`src/rtl/rilib_bias_pkg.sv`:
```
// Shared definitions for the well-bias ramp sequencer.
//  - default channel count, code width and reset code
//  - sequencer state encoding
//  - ch_lsb(): bit offset of a channel's code inside a packed multi-channel vector
package rilib_bias_pkg;

    localparam int unsigned BIAS_N_CH     = 2;
    localparam int unsigned BIAS_CODE_W   = 6;
    localparam int unsigned BIAS_RST_CODE = 0;

    typedef enum logic [2:0] {
        StIdle    = 3'd0,
        StScan    = 3'd1,
        StStep    = 3'd2,
        StWaitAck = 3'd3,
        StSettle  = 3'd4,
        StErr     = 3'd5
    } bias_state_e;

    // Channel k occupies bits [k*code_w +: code_w].
    function automatic int unsigned ch_lsb(input int unsigned ch, input int unsigned code_w);
        return ch * code_w;
    endfunction

endpackage

```
`src/rtl/rilib_bias_timer.sv`:
```
// Loadable down-counter shared between the ack-timeout and settle intervals.
// Ports:
//  i_clk      clock
//  i_rst_n    synchronous reset, active low (count -> 0)
//  i_load     load i_load_val (has priority over i_dec)
//  i_load_val value to load
//  i_dec      decrement by one, saturating at zero
//  o_zero     count is zero
module rilib_bias_timer #(
    parameter int unsigned W = 8
) (
    input  logic         i_clk,
    input  logic         i_rst_n,
    input  logic         i_load,
    input  logic [W-1:0] i_load_val,
    input  logic         i_dec,
    output logic         o_zero
);

    logic [W-1:0] r_cnt;

    always_ff @(posedge i_clk) begin
        if (!i_rst_n) begin
            r_cnt <= '0;
        end else if (i_load) begin
            r_cnt <= i_load_val;
        end else if (i_dec && (r_cnt != '0)) begin
            r_cnt <= r_cnt - 1'b1;
        end
    end

    assign o_zero = (r_cnt == '0);

endmodule

```
`src/rtl/rilib_bias_ramp_seq.sv`:
```
// Back-gate well-bias ramp sequencer. Walks every channel's DAC code one LSB at a time
// toward a latched target, round-robin across channels, with a req/ack handshake per step
// and a programmable settle interval after each accepted step.
// Ports:
//  i_clk, i_rst_n   clock, synchronous active-low reset
//  i_en             enable; low returns to idle next cycle, codes hold
//  i_start          pulse: latch i_tgt_code and begin a ramp (ignored while busy)
//  i_tgt_code       packed target codes, channel k at [k*CODE_W +: CODE_W]
//  i_step_div       settle cycles after each acked step (0 -> one settle cycle)
//  o_bias_code      current packed codes to the bias generator (registered)
//  o_bias_req       step request, held until i_bias_ack
//  o_bias_ch        channel being stepped, valid while o_bias_req
//  i_bias_ack       generator accepted the step
//  o_busy           ramp in progress
//  o_done           one-cycle pulse on the final matching scan
//  o_err_tmo        sticky ack-timeout flag, cleared by the next start
module rilib_bias_ramp_seq
    import rilib_bias_pkg::*;
#(
    parameter int unsigned N_CH     = BIAS_N_CH,
    parameter int unsigned CODE_W   = BIAS_CODE_W,
    parameter int unsigned RST_CODE = BIAS_RST_CODE,
    parameter int unsigned DIV_W    = 8,
    parameter int unsigned TMO_CYC  = 255,
    localparam int unsigned CH_W    = (N_CH > 1) ? $clog2(N_CH) : 1
) (
    input  logic                     i_clk,
    input  logic                     i_rst_n,
    input  logic                     i_en,
    input  logic                     i_start,
    input  logic [N_CH*CODE_W-1:0]   i_tgt_code,
    input  logic [DIV_W-1:0]         i_step_div,
    output logic [N_CH*CODE_W-1:0]   o_bias_code,
    output logic                     o_bias_req,
    output logic [CH_W-1:0]          o_bias_ch,
    input  logic                     i_bias_ack,
    output logic                     o_busy,
    output logic                     o_done,
    output logic                     o_err_tmo
);

    localparam int unsigned TMO_W = $clog2(TMO_CYC + 1);
    localparam int unsigned TMR_W = (DIV_W > TMO_W) ? DIV_W : TMO_W;
    localparam int unsigned MC_W  = $clog2(N_CH + 1);
    localparam int unsigned VEC_W = N_CH * CODE_W;

    localparam logic [CODE_W-1:0] RST_CODE_V = CODE_W'(RST_CODE);
    // Timer expires on reaching zero, so TMO_CYC-1 gives exactly TMO_CYC wait cycles.
    localparam logic [TMR_W-1:0]  TMO_LOAD   = TMR_W'(TMO_CYC - 1);
    localparam logic [CH_W-1:0]   LAST_CH    = CH_W'(N_CH - 1);
    localparam logic [MC_W-1:0]   LAST_MC    = MC_W'(N_CH - 1);

    bias_state_e        r_state, w_state_nxt;
    logic [CH_W-1:0]    r_ptr, w_ptr_nxt, w_ptr_inc;
    logic [MC_W-1:0]    r_match_cnt, w_match_cnt_nxt;
    logic [VEC_W-1:0]   r_code, w_code_nxt;
    logic [VEC_W-1:0]   r_tgt, w_tgt_nxt;
    logic               r_err_tmo, w_err_tmo_nxt;
    logic [CODE_W-1:0]  w_cur_code, w_cur_tgt;
    logic               w_tmr_load, w_tmr_dec, w_tmr_zero;
    logic [TMR_W-1:0]   w_tmr_val;
    logic               w_done;

    assign w_cur_code = r_code[ch_lsb(32'(r_ptr), CODE_W) +: CODE_W];
    assign w_cur_tgt  = r_tgt[ch_lsb(32'(r_ptr), CODE_W) +: CODE_W];
    assign w_ptr_inc  = (r_ptr == LAST_CH) ? '0 : r_ptr + 1'b1;

    rilib_bias_timer #(
        .W (TMR_W)
    ) u_timer (
        .i_clk      (i_clk),
        .i_rst_n    (i_rst_n),
        .i_load     (w_tmr_load),
        .i_load_val (w_tmr_val),
        .i_dec      (w_tmr_dec),
        .o_zero     (w_tmr_zero)
    );

    always_ff @(posedge i_clk) begin
        if (!i_rst_n) begin
            r_state     <= StIdle;
            r_ptr       <= '0;
            r_match_cnt <= '0;
            r_code      <= {N_CH{RST_CODE_V}};
            r_tgt       <= {N_CH{RST_CODE_V}};
            r_err_tmo   <= 1'b0;
        end else begin
            r_state     <= w_state_nxt;
            r_ptr       <= w_ptr_nxt;
            r_match_cnt <= w_match_cnt_nxt;
            r_code      <= w_code_nxt;
            r_tgt       <= w_tgt_nxt;
            r_err_tmo   <= w_err_tmo_nxt;
        end
    end

    always_comb begin
        w_state_nxt     = r_state;
        w_ptr_nxt       = r_ptr;
        w_match_cnt_nxt = r_match_cnt;
        w_code_nxt      = r_code;
        w_tgt_nxt       = r_tgt;
        w_err_tmo_nxt   = r_err_tmo;
        w_tmr_load      = 1'b0;
        w_tmr_val       = '0;
        w_tmr_dec       = 1'b0;
        w_done          = 1'b0;

        if (!i_en) begin
            // Abort: codes and the error flag hold, no done.
            w_state_nxt = StIdle;
        end else begin
            case (r_state)
                StIdle, StErr: begin
                    if (i_start) begin
                        w_tgt_nxt       = i_tgt_code;
                        w_err_tmo_nxt   = 1'b0;
                        w_ptr_nxt       = '0;
                        w_match_cnt_nxt = '0;
                        w_state_nxt     = StScan;
                    end
                end
                StScan: begin
                    if (w_cur_code != w_cur_tgt) begin
                        w_match_cnt_nxt = '0;
                        w_state_nxt     = StStep;
                    end else begin
                        w_ptr_nxt = w_ptr_inc;
                        // N_CH consecutive matches means every channel is on target.
                        if (r_match_cnt == LAST_MC) begin
                            w_done          = 1'b1;
                            w_match_cnt_nxt = '0;
                            w_state_nxt     = StIdle;
                        end else begin
                            w_match_cnt_nxt = r_match_cnt + 1'b1;
                        end
                    end
                end
                StStep: begin
                    w_code_nxt[ch_lsb(32'(r_ptr), CODE_W) +: CODE_W] =
                        (w_cur_code < w_cur_tgt) ? w_cur_code + 1'b1 : w_cur_code - 1'b1;
                    w_tmr_load  = 1'b1;
                    w_tmr_val   = TMO_LOAD;
                    w_state_nxt = StWaitAck;
                end
                StWaitAck: begin
                    // Ack wins over a timeout expiring in the same cycle.
                    if (i_bias_ack) begin
                        w_ptr_nxt   = w_ptr_inc;
                        w_tmr_load  = 1'b1;
                        w_tmr_val   = TMR_W'(i_step_div);
                        w_state_nxt = StSettle;
                    end else if (w_tmr_zero) begin
                        w_err_tmo_nxt = 1'b1;
                        w_state_nxt   = StErr;
                    end else begin
                        w_tmr_dec = 1'b1;
                    end
                end
                StSettle: begin
                    if (w_tmr_zero) begin
                        w_state_nxt = StScan;
                    end else begin
                        w_tmr_dec = 1'b1;
                    end
                end
                default: begin
                    w_state_nxt = StIdle;
                end
            endcase
        end
    end

    assign o_bias_code = r_code;
    assign o_bias_req  = (r_state == StWaitAck);
    assign o_bias_ch   = r_ptr;
    assign o_busy      = (r_state == StScan) || (r_state == StStep) ||
                         (r_state == StWaitAck) || (r_state == StSettle);
    assign o_done      = w_done;
    assign o_err_tmo   = r_err_tmo;

endmodule

```
`config.mk`:
```
export PLATFORM = sky130hd
export DESIGN_NAME = rilib_bias_ramp_seq
export DESIGN_NICKNAME = d
export VERILOG_FILES = /design/src/rtl/rilib_bias_pkg.sv /design/src/rtl/rilib_bias_timer.sv /design/src/rtl/rilib_bias_ramp_seq.sv
export SDC_FILE = /design/constraint.sdc
export NUM_CORES = 1
export LEC_CHECK = 0
export BUFFER_PORTS_ARGS = -buffer_cell sky130_fd_sc_hd__clkbuf_2
export CAP_MARGIN = 5
export CORE_MARGIN = 1
export CORE_UTILIZATION = 53
export CTS_BUF_LIST = sky130_fd_sc_hd__clkbuf_8
export DETAILED_ROUTE_END_ITERATION = 8
export PLACE_DENSITY_LB_ADDON = 0.25
export SLEW_MARGIN = 5
export SYNTH_ARGS = -nofsm -noshare
export SYNTH_HDL_FRONTEND = slang
export SYNTH_SLANG_ARGS = --single-unit
```
`constraint.sdc`:
```
create_clock -name i_clk -period 3.55 [get_ports i_clk]
set_clock_uncertainty 0.1 [all_clocks]
set_input_delay 0 -clock i_clk [delete_from_list [all_inputs] [get_ports i_clk]]
set_output_delay 0 -clock i_clk [all_outputs]
set_load 0.005 [all_outputs]
```
# Yosys cells after proc, flatten, opt, wreduce, memory -nomap -nowiden
# Index checks and enable logic that the tools add are counted.
# totals
elab_cells,90
output_inout_bits,17
ff_bits,39
in_bits,25
# op_classes
shifts,4
n_eq_ne,15
magnitude_cmp,1
reduce_logical,19
n_mux,37
multipliers,1
n_addsub,6
# ops
cell,count
4-bit negator with 34-bit output,1
6-bit by 34-bit variable shift with 12-bit output (first input constant),1
6-bit by 34-bit indexed part select with 12-bit output,1
8-bit 2-to-1 mux,4
12-bit by 5-bit indexed part select with 6-bit output,2
3-bit 2-to-1 mux,6
8-bit one-hot mux with 2 select lines,1
1-bit 2-to-1 mux,15
3-bit one-hot mux with 5 select lines,1
12-bit bitwise mux,1
5-bit AND reduction,2
8-bit logical NOT,1
8-bit nonzero test,1
8-bit by 1-bit subtractor with 8-bit output (second input constant),1
6-bit by 1-bit adder with 6-bit output (second input constant),1
3-bit by 2-bit == test with 1-bit output (second input constant),2
3-bit == test (second input constant),2
6-bit < comparator,1
2-bit 2-to-1 mux,3
6-bit 2-to-1 mux,1
2-bit by 1-bit != test with 1-bit output (second input constant),3
2-bit != test (second input constant),3
6-bit != test,1
1-bit one-hot mux with 2 select lines,3
other kinds (19),25

# Logic depth before layout (Yosys ltp)
# Gate-level depths: netlist (run 1).
# depth
ltp_word,8
mapped_depth,14
mapped_depth_nobuf,12

# Cells and area by module
# Synthesis (run 1) repeated with hierarchy kept, for this count alone.
# hier_totals
cells_unflattened,258
hier_area_um2,2404.8
# by_module_without_submodules
mod,cells_each,seq_area_each_um2,area_per_inst_um2,instances
rilib_bias_ramp_seq,200,620.6,1896.8,1
rilib_bias_timer,58,160.2,508.0,1

# Worst setup path before layout (run 1)
# Ideal clock, no wire load.
# synth_path
path_type,flip-flop to flip-flop
start,"reg r_ptr, in the netlist o_bias_ch"
end,"reg r_code[11], in the netlist o_bias_code[11]"
path_stages_with_launch,14
n_path_buf,2
setup_ns,0.064
setup_slack_ns,-0.245
t_required_ns,3.386
t_arrival_ns,3.631
period_less_slack_ns,3.795
cell_sequence,dfxtp_1 -> buf_2 -> buf_1 -> mux2_2 -> ha_1 -> a211oi_1 -> nor2_1 -> or2_2 -> ha_1 -> or3_1 -> o21ai_0 -> a31oi_2 -> o41a_1 -> nand4_1
# synth_via
elab_chain_len,6
word_cells_on_any_way,11
cone_classes,add/sub (3); mul (1); order compare (1); shift (4); mux (2)
# synth_rtl
item,line,rtl
"start, declared",rilib_bias_ramp_seq.sv:54,"logic [CH_W-1:0] r_ptr, w_ptr_nxt, w_ptr_inc;"
"start signal, assigned",rilib_bias_ramp_seq.sv:89,r_ptr <= w_ptr_nxt;
1-bit by 2-bit multiplier with 3-bit output (*),rilib_bias_pkg.sv:22,return ch * code_w;
12-bit by 5-bit indexed part select with 6-bit output (on tied branches),"rilib_bias_ramp_seq.sv:64, rilib_bias_ramp_seq.sv:65",
6-bit by 1-bit subtractor with 6-bit output (tied with other cells),rilib_bias_ramp_seq.sv:141,(w_cur_code < w_cur_tgt) ? w_cur_code + 1'b1 : w_cur_code - 1'b1;
6-bit 2-to-1 mux,rilib_bias_ramp_seq.sv:141,
6-bit by 34-bit indexed part select with 12-bit output,rilib_bias_ramp_seq.sv:140,"w_code_nxt[ch_lsb(32'(r_ptr), CODE_W) +: CODE_W] ="
12-bit bitwise mux (*),rilib_bias_ramp_seq.sv:140,
"end signal, assigned",rilib_bias_ramp_seq.sv:84,r_code <= {N_CH{RST_CODE_V}};
"end signal, assigned",rilib_bias_ramp_seq.sv:91,r_code <= w_code_nxt;
"end, declared",rilib_bias_ramp_seq.sv:56,"logic [VEC_W-1:0] r_code, w_code_nxt;"
# Every way passes the cells marked *; elsewhere a longest branch is shown, timed or not.
# A chain may end at the register's enable or synchronous reset.

# Final worst setup path (run 1)
# Same ends and word-level chain as after synthesis.

==> results of run 1 <==
cells in the final DEF (no fill, tap or decap), drive strengths merged, types with 4 or more instances in the layout:
| cell type | n |
|---|---|
| nand2 | 21 |
| dfxtp | 39 |
| nand2b | 5 |
| nand4 | 5 |
| o211a | 4 |
| nor2b | 21 |
| or3 | 4 |
| nor4 | 4 |
| dlygate4sd3 | 17 |
| mux2 | 6 |
| buf | 5 |
| xnor2 | 5 |
| nor3 | 7 |
| mux2i | 23 |
| o2111ai | 4 |
| o21ai | 9 |
| inv | 8 |
| a21boi | 5 |
| ha | 12 |
| clkbuf | 48 |
| and2 | 4 |
| nor2 | 18 |
| a21oi | 13 |
metal layers:
| metal | up-vias | global-route usage | part of all wire |
|---|---|---|---|
| met2 | 52 | 0.384 | 0.48 |
| met3 | 13 | 0.0484 | 0.043 |
| met1 | 1019 | 0.289 | 0.45 |
| met4 | 0 | 0.0911 | 0.024 |
| met5 | - | 0 | 0 |
| li1 | 1112 | - | - |
state kept, by name (all words and copies together), names as in the netlist:
| signal | flops |
|---|---|
| o_bias_code | 12 |
| r_state | 3 |
| o_bias_ch | 1 |
| r_match_cnt | 2 |
| o_err_tmo | 1 |
| u_timer.r_cnt | 8 |
| r_tgt | 12 |
kinds of logic (layout without fill, tap and decap cells):
kind of cell               Yosys count  after routing  share of synthesized area
and+or+nand+nor                    105            105                      0.253
AOI/OAI and AO/OA                   59             59                      0.182
DFF                                 39             39                      0.313
muxes                               29             29                      0.121
buffers and inverters               21             79                     0.0387
adders and majority gates           13             13                     0.0683
xor gates and xnor gates             7              7                     0.0246
power breakdown:
| group | internal [µW] | switching [µW] | total [µW] | leakage, µW |
|---|---|---|---|---|
| combinational | 90.8 | 97.1 | 188 | 0.000881 |
| clock | 177 | 165 | 342 | 0.0000505 |
| sequential | 447 | 11.6 | 459 | 0.000317 |
| total | 715 | 274 | 989 | 0.00125 |
cell type report:
cell class | instances | share of cell area
Clock inverter | 1 | 0.00249
Multi-Input combinational cell | 213 | 0.536
Sequential cell | 39 | 0.260
Clock buffer | 7 | 0.0320
Tap cell | 52 | 0.0216
Timing Repair Buffer | 63 | 0.137
Inverter | 8 | 0.00997
how the worst max path moves through the flow:
stage / slack (ns) / to / from
2_1_floorplan: 0.004 / o_bias_code[11] / o_bias_ch
3_3_place_gp: 0.12 / o_bias_code[11] / o_bias_ch
3_5_place_dp: 0.02 / o_bias_code[11] / o_bias_ch
4_1_cts: 0.14 / o_bias_code[11] / o_bias_ch
5_1_grt: 0.03 / o_bias_code[11] / o_bias_ch
6_report: 0.19 / o_bias_code[11] / o_bias_ch
worst register-to-register path, delay by kind of cell, from the launching register on:
family          cells  cell delay, ns
compound gates      4            0.90
fa+ha+maj           2            0.65
flops               1            0.43
mux                 1            0.38
simple gates        4            0.84
through the flow:
step,area [µm²],total power (µW)
final,3010,989
after global routing,3010,1040
after CTS,3010,994
after detailed placement,2730,641
after global placement,2730,637
after floorplan,2500,590
cell usage after synthesis, types with 5 or more instances:
cell type  number  area, µm²
o21ai_0         7       35.0
ha_1           12        150
nor3_1          6       30.0
inv_1           6       22.5
nor2_1         17       63.8
xnor2_1         5       43.8
mux2_2          6       67.6
dfxtp_1        39        781
buf_2           5       25.0
nand2b_1        5       31.3
nor2b_1        21        131
clkbuf_1        5       18.8
a21oi_1        11       55.1
nand2_1        20       75.1
mux2i_1        22        220
repair_timing:
item,in CTS,in global routing
gates resized for setup,1,1
hold buffers,17,0
endpoints found under the hold margin,17,0
setup buffers,0,0
endpoints found under the setup margin,1,2
==> summary.md, run 1 <==
| Metric | Value |
|---|---|
| Seq. cell area | slightly below 800 µm² |
| Cell variety after synth | 67 |
| Crit path DAT | roughly 3.5 ns |
| Tightest Pin Transition | 0.747 ns |
| Slew HR | 0.502 |
| EDFF count, synth | 0 |
| Remaining Overflow, GRT | 0 |
| Slew Limit Fails | 0 |
| R2r worst-path depth | 11 |
| Avg Vias per Cell | 5.73 |
| Worst skew pair latency | around 0.30 ns |
| CTS H-tree lvls | 2 |
| Worst-case vdd ir drop | 238 µV |
| Routed WL | 5.52 mm |
| Hold path depth | 4 |
| Area of the multi-input gates | ~1600 µm² |
| Buffers and inverters on the worst path | 0 |
| Fin worst setup slack | around 0.19 ns |
| Initial DRC Count | 130 |
| First-pass GRT wire length | 9.10 mm |
| CTS tree | built |
| FMAX | 297 MHz |
| #FFs+latches synth | 39 |
| Max stage delay on crit path | 0.43 ns |
| Die width | ~71 µm |
| Failing checks | design-rule violations |
| DR WL/cell | 14.4 µm |
| Stages on worst setup path | 11 |
| Post-Synthesis Cells | 273 |
| Initial Util | 0.561 |
| Clock Tree Buf Depth | 2 |
| Tcrit/Tclk final | 0.947 |
| RSZ-0062 raised after global routing | false |
| Critical path required time | ~3.7 ns |
| Placer congestion estimate | 0.870 |
| Setup CP Type | flop to flop |
| IO Count | 42 |
| Layout cell share with drive strength beyond 1 | 0.245 |
| Power Dens Cells | 328 nW/µm² |
| Port Buf Inserts | slightly above 40 |
| Syn Area/Cell | approximately 9.1 µm² |
| Final TNS setup | 0 ns |
| DP Cell Count | about 360 |
| Row cnt | 24 |
| DRC Markers | 2 |
| HP Class | primary input to flop |
| HPWL after DPL | 3.81 mm |
| Endpoint type of the worst setup path | flop |
| Area grow syn2layout | 20.8% |
| Nets | about 370 |
| Pin count of the biggest net entering global routing | 44 |
| Delay-heaviest family, CP | compound AO/OA/AOI/OAI gates |
| Register area share after synthesis | 0.313 |
| Min Hold Slack | approximately 0.0062 ns |
| Yosys warnings | 0 |
| Num CTS Buffers | 5 |
| Pre-CTS setup slack | around 0.02 ns |
| Crit path cell chain | mux2_2, ha_1, a211oi_1, nor2_1, or2_2, ha_1, or3_1, o21ai_0, a31oi_2, o41a_1, nand4_1 |
| Final Core Density | 0.678 |
| DRT Pass-1 Iters | 6 |
| Top FF cell, synth | dfxtp_1 |
| Clock root buffer | clkbuf_8 |
| Critical-path maximum fanout | 8 |
| Die area | between 4000 and 5000 µm² |
| Period minus WS final | 3.36 ns |
| Finished Layout Cells | ~380 |
| Reg-to-reg critical path startpoint | o_bias_ch |
| Syn nets | slightly above 300 |
| Mapped Area | between 2000 and 2500 µm² |
| Die Span Y | slightly above 70 µm |
| Filler cells | approximately 400 |
| Reg-to-Reg End | o_bias_code[11] |
| Diodes inserted | 0 |
| Number of max-cap violations | 0 |
| DR vias | between 2000 and 2500 |
| # setup viols final | 0 |
| Initial antenna violation count | 0 |
| GR Util All Layers | 0.229 |
| Pleak | 0.00125 µW |
| Final Hold Fails | 0 |
| Number of global-route vias before repair | ~2000 |
| Core area | 4440 µm² |
| Status | complete, but fails checks |
| Ys async rst share | 0 |
| Internal reg-to-reg setup slack | 0.19 ns |
| Worst Setup Start Kind | flop |
| Clk sink count | 39 |
| Slowest cell on the critical path | dfxtp_4 |
| WHS Endpoint | u_timer.r_cnt[1] |
| Min-delay src | i_step_div[1] |
| Crit-path most repeated cell | ha_1 |
| Final ANT Viol Nets | 0 |
| Reg clk slew, reported paths | ~0.090 ns |
Note: power is estimated with default switching activity, not from simulation.
==> run 2: changes to the inputs <==
--- a/config.mk
+++ b/config.mk
@@ -7,12 +7,13 @@
 export LEC_CHECK = 0
 export BUFFER_PORTS_ARGS = -buffer_cell sky130_fd_sc_hd__clkbuf_2
 export CAP_MARGIN = 5
-export CORE_MARGIN = 1
+export CORE_MARGIN = 2
 export CORE_UTILIZATION = 53
 export CTS_BUF_LIST = sky130_fd_sc_hd__clkbuf_8
 export DETAILED_ROUTE_END_ITERATION = 8
 export PLACE_DENSITY_LB_ADDON = 0.25
-export SLEW_MARGIN = 5
+export REMOVE_ABC_BUFFERS = 1
+export SLEW_MARGIN = 30
 export SYNTH_ARGS = -nofsm -noshare
 export SYNTH_HDL_FRONTEND = slang
 export SYNTH_SLANG_ARGS = --single-unit
==> run 2 against run 1 <==
The flow now finishes without violations. Non-clock buffer count did not move. Total power rose by 3.3%. Via count fell by 0.41%. Sequential share of layout area fell by 0.16 points. Largest cell class unchanged.
==> summary.md, run 2 (synthesized netlist as in run 1, its figures left out) <==
| Metric | Value |
|---|---|
| Tcrit/Tclk final | 0.955 (+0.00725) |
| Slew Limit Fails | 0 (unchanged) |
| Reg clk slew, reported paths | 0.08 ns (about the same) |
| Slowest cell on the critical path | dfxtp_2 |
| Initial Util | 0.561 (unchanged) |
| Placer congestion estimate | 0.844 (-3.0%) |
| Die area | 5270 µm² (+5.7%) |
| Pin count of the biggest net entering global routing | 44 (unchanged) |
| # setup viols final | 0 (unchanged) |
| Finished Cell Area | 3020 µm² (+0.29%) |
| Slew HR | 0.535 (+0.0333) |
| Final Hold Fails | 0 (unchanged) |
| Reg-to-reg critical path startpoint | o_bias_ch |
| DP Cell Count | 357 (-0.28%) |
| Start point of the critical path | o_bias_ch |
| Min-delay src | i_bias_ack |
| Status | completed |
| DRC Markers | 0 (-2) |
| CTS tree | built |
| Final ANT Viol Nets | 0 (unchanged) |
| Endpoint type of the worst setup path | flop |
| Nets | 368 (unchanged) |
| Crit path DAT | 3.53 ns (+0.03 ns) |
| Max stage delay on crit path | 0.44 ns (about the same) |
| Period minus WS final | 3.39 ns (+0.0257 ns) |
| Setup CP Type | flop to flop |
| Clock Tree Buf Depth | 2 (unchanged) |
| IO Count | 42 (unchanged) |
| First-pass GRT wire length | 9.28 mm (+2.0%) |
| Avg Vias per Cell | 5.71 (-0.41%) |
| Crit-path most repeated cell | ha_1 |
| Core area | 4440 µm² (unchanged) |
| Pleak | 0.00125 µW (+0.55%) |
| Diodes inserted | 0 (unchanged) |
| Setup Fix Bufs, Post-CTS | 0 (unchanged) |
| Initial antenna violation count | 0 (unchanged) |
| Tightest Pin Transition | 0.697 ns (-0.0500 ns) |
| Placed Area | 2730 µm² (-0.27%) |
| Final Core Density | 0.680 (+0.00197) |
| Die width | 72.6 µm (+2.8%) |
| Critical path required time | 3.69 ns (about the same) |
| Routed WL | 5.47 mm (-0.83%) |
| Most frequent cells in the layout | 41 x clkbuf_2, 38 x dfxtp_1, 22 x mux2i_1 |
| CTS H-tree lvls | 2 (unchanged) |
| Min Hold Slack | 0.0226 ns (+0.0165 ns) |
| Area grow syn2layout | 21.2% |
| Finished Layout Cells | 383 (unchanged) |
| Clock root buffer | clkbuf_8 |
| Number of global-route vias before repair | 2085 (+3.8%) |
| Critical-path maximum fanout | 8 (unchanged) |
| Initial DRC Count | 131 (+0.77%) |
| HP Class | primary input to flop |
| DR WL/cell | 14.3 µm (-0.83%) |
| Num CTS Buffers | 5 (unchanged) |
| Crit path cell chain | mux2_2, ha_1, a211oi_1, nor2_1, or2_2, ha_1, or3_1, o21ai_0, a31oi_2, o41a_1, nand4_1 |
| Remaining Overflow, GRT | 0 (unchanged) |
| HPWL after DPL | 3.85 mm (+1.1%) |
| Worst skew pair latency | 0.30 ns (about the same) |
| DR vias | 2187 (-0.41%) |
| Row cnt | 24 (unchanged) |
| Power Dens Cells | 338 nW/µm² (+3.0%) |
| Worst Setup Start Kind | flop |
| DRT Pass-1 Iters | 4 (-2) |
| Final TNS setup | 0 ns (unchanged) |
| FMAX | 295 MHz (-0.76%) |
| Clk sink count | 39 (unchanged) |
| Most common cell after layout, fill and taps aside | clkbuf_2 |
| Port Buf Inserts | 41 (unchanged) |
| RSZ-0062 raised after global routing | false |
| GR Util All Layers | 0.221 (-0.00812) |
| Worst-case vdd ir drop | 195 µV (-18%) |
| Number of max-cap violations | 0 (unchanged) |
| Layout cell share with drive strength beyond 1 | 0.242 (-0.00302) |
| Die Span Y | 72.6 µm (+2.8%) |
-- run 2: metrics by stage --
| stage | power [µW] | setup WS (ns) |
|---|---|---|
| global placement | 633 | 0.162 |
| CTS | 1030 | 0.0318 |
| finish | 1020 | 0.161 |
| global route | 1070 | 0.000433 |
| detailed placement | 635 | 0.0843 |
| floorplan | 581 | -0.0827 |
-- run 2: layer usage --
metal,vias to the layer above,GRT usage,share of wire
li1,1109,-,-
met1,1018,0.266,0.44
met2,51,0.396,0.51
met3,9,0.0387,0.039
met4,0,0.0720,0.013
met5,-,0,0
-- run 2: area by class of cell --
class / instances / area, µm²
fillers: 359 / 1420
repair buffers: 63 / 415
clock buffers: 5 / 68.8
well taps: 52 / 65.1
multi-input cells: 213 / 1620
inverters: 8 / 30.0
clock inverters: 3 / 43.8
flip-flops and latches: 39 / 782
-- run 2: power by group --
part | internal (µW) | switching, µW | total, µW
Clock | 209 | 171 | 380
Combinational | 88.1 | 93.9 | 182
Sequential | 448 | 11.6 | 460
-- run 2: repair_timing --
item                                   CTS  global route
hold buffers                            18             0
endpoints found under the hold margin   18             0
gates resized for setup                  0             1
setup endpoints to repair                0             4
-- run 2: path summary, 6_finish.rpt --
kind / endpoint / slack [ns] / cells after the start
setup reg to reg: o_bias_code[11] / 0.16 / 11
setup / recovery: o_bias_code[11] / 0.16 / 11
hold / removal: o_err_tmo / 0.02 / 4
hold reg to reg: r_match_cnt[1] / 0.37 / 1
-- run 2: worst max-delay path, delay by kind of cell, from the launching register on --
| family | cells | cell delay (ns) |
|---|---|---|
| DFF | 1 | 0.44 |
| adders and majority gates | 2 | 0.65 |
| and+or+nand+nor | 4 | 0.86 |
| AOI/OAI and AO/OA | 4 | 0.90 |
| muxes | 1 | 0.38 |
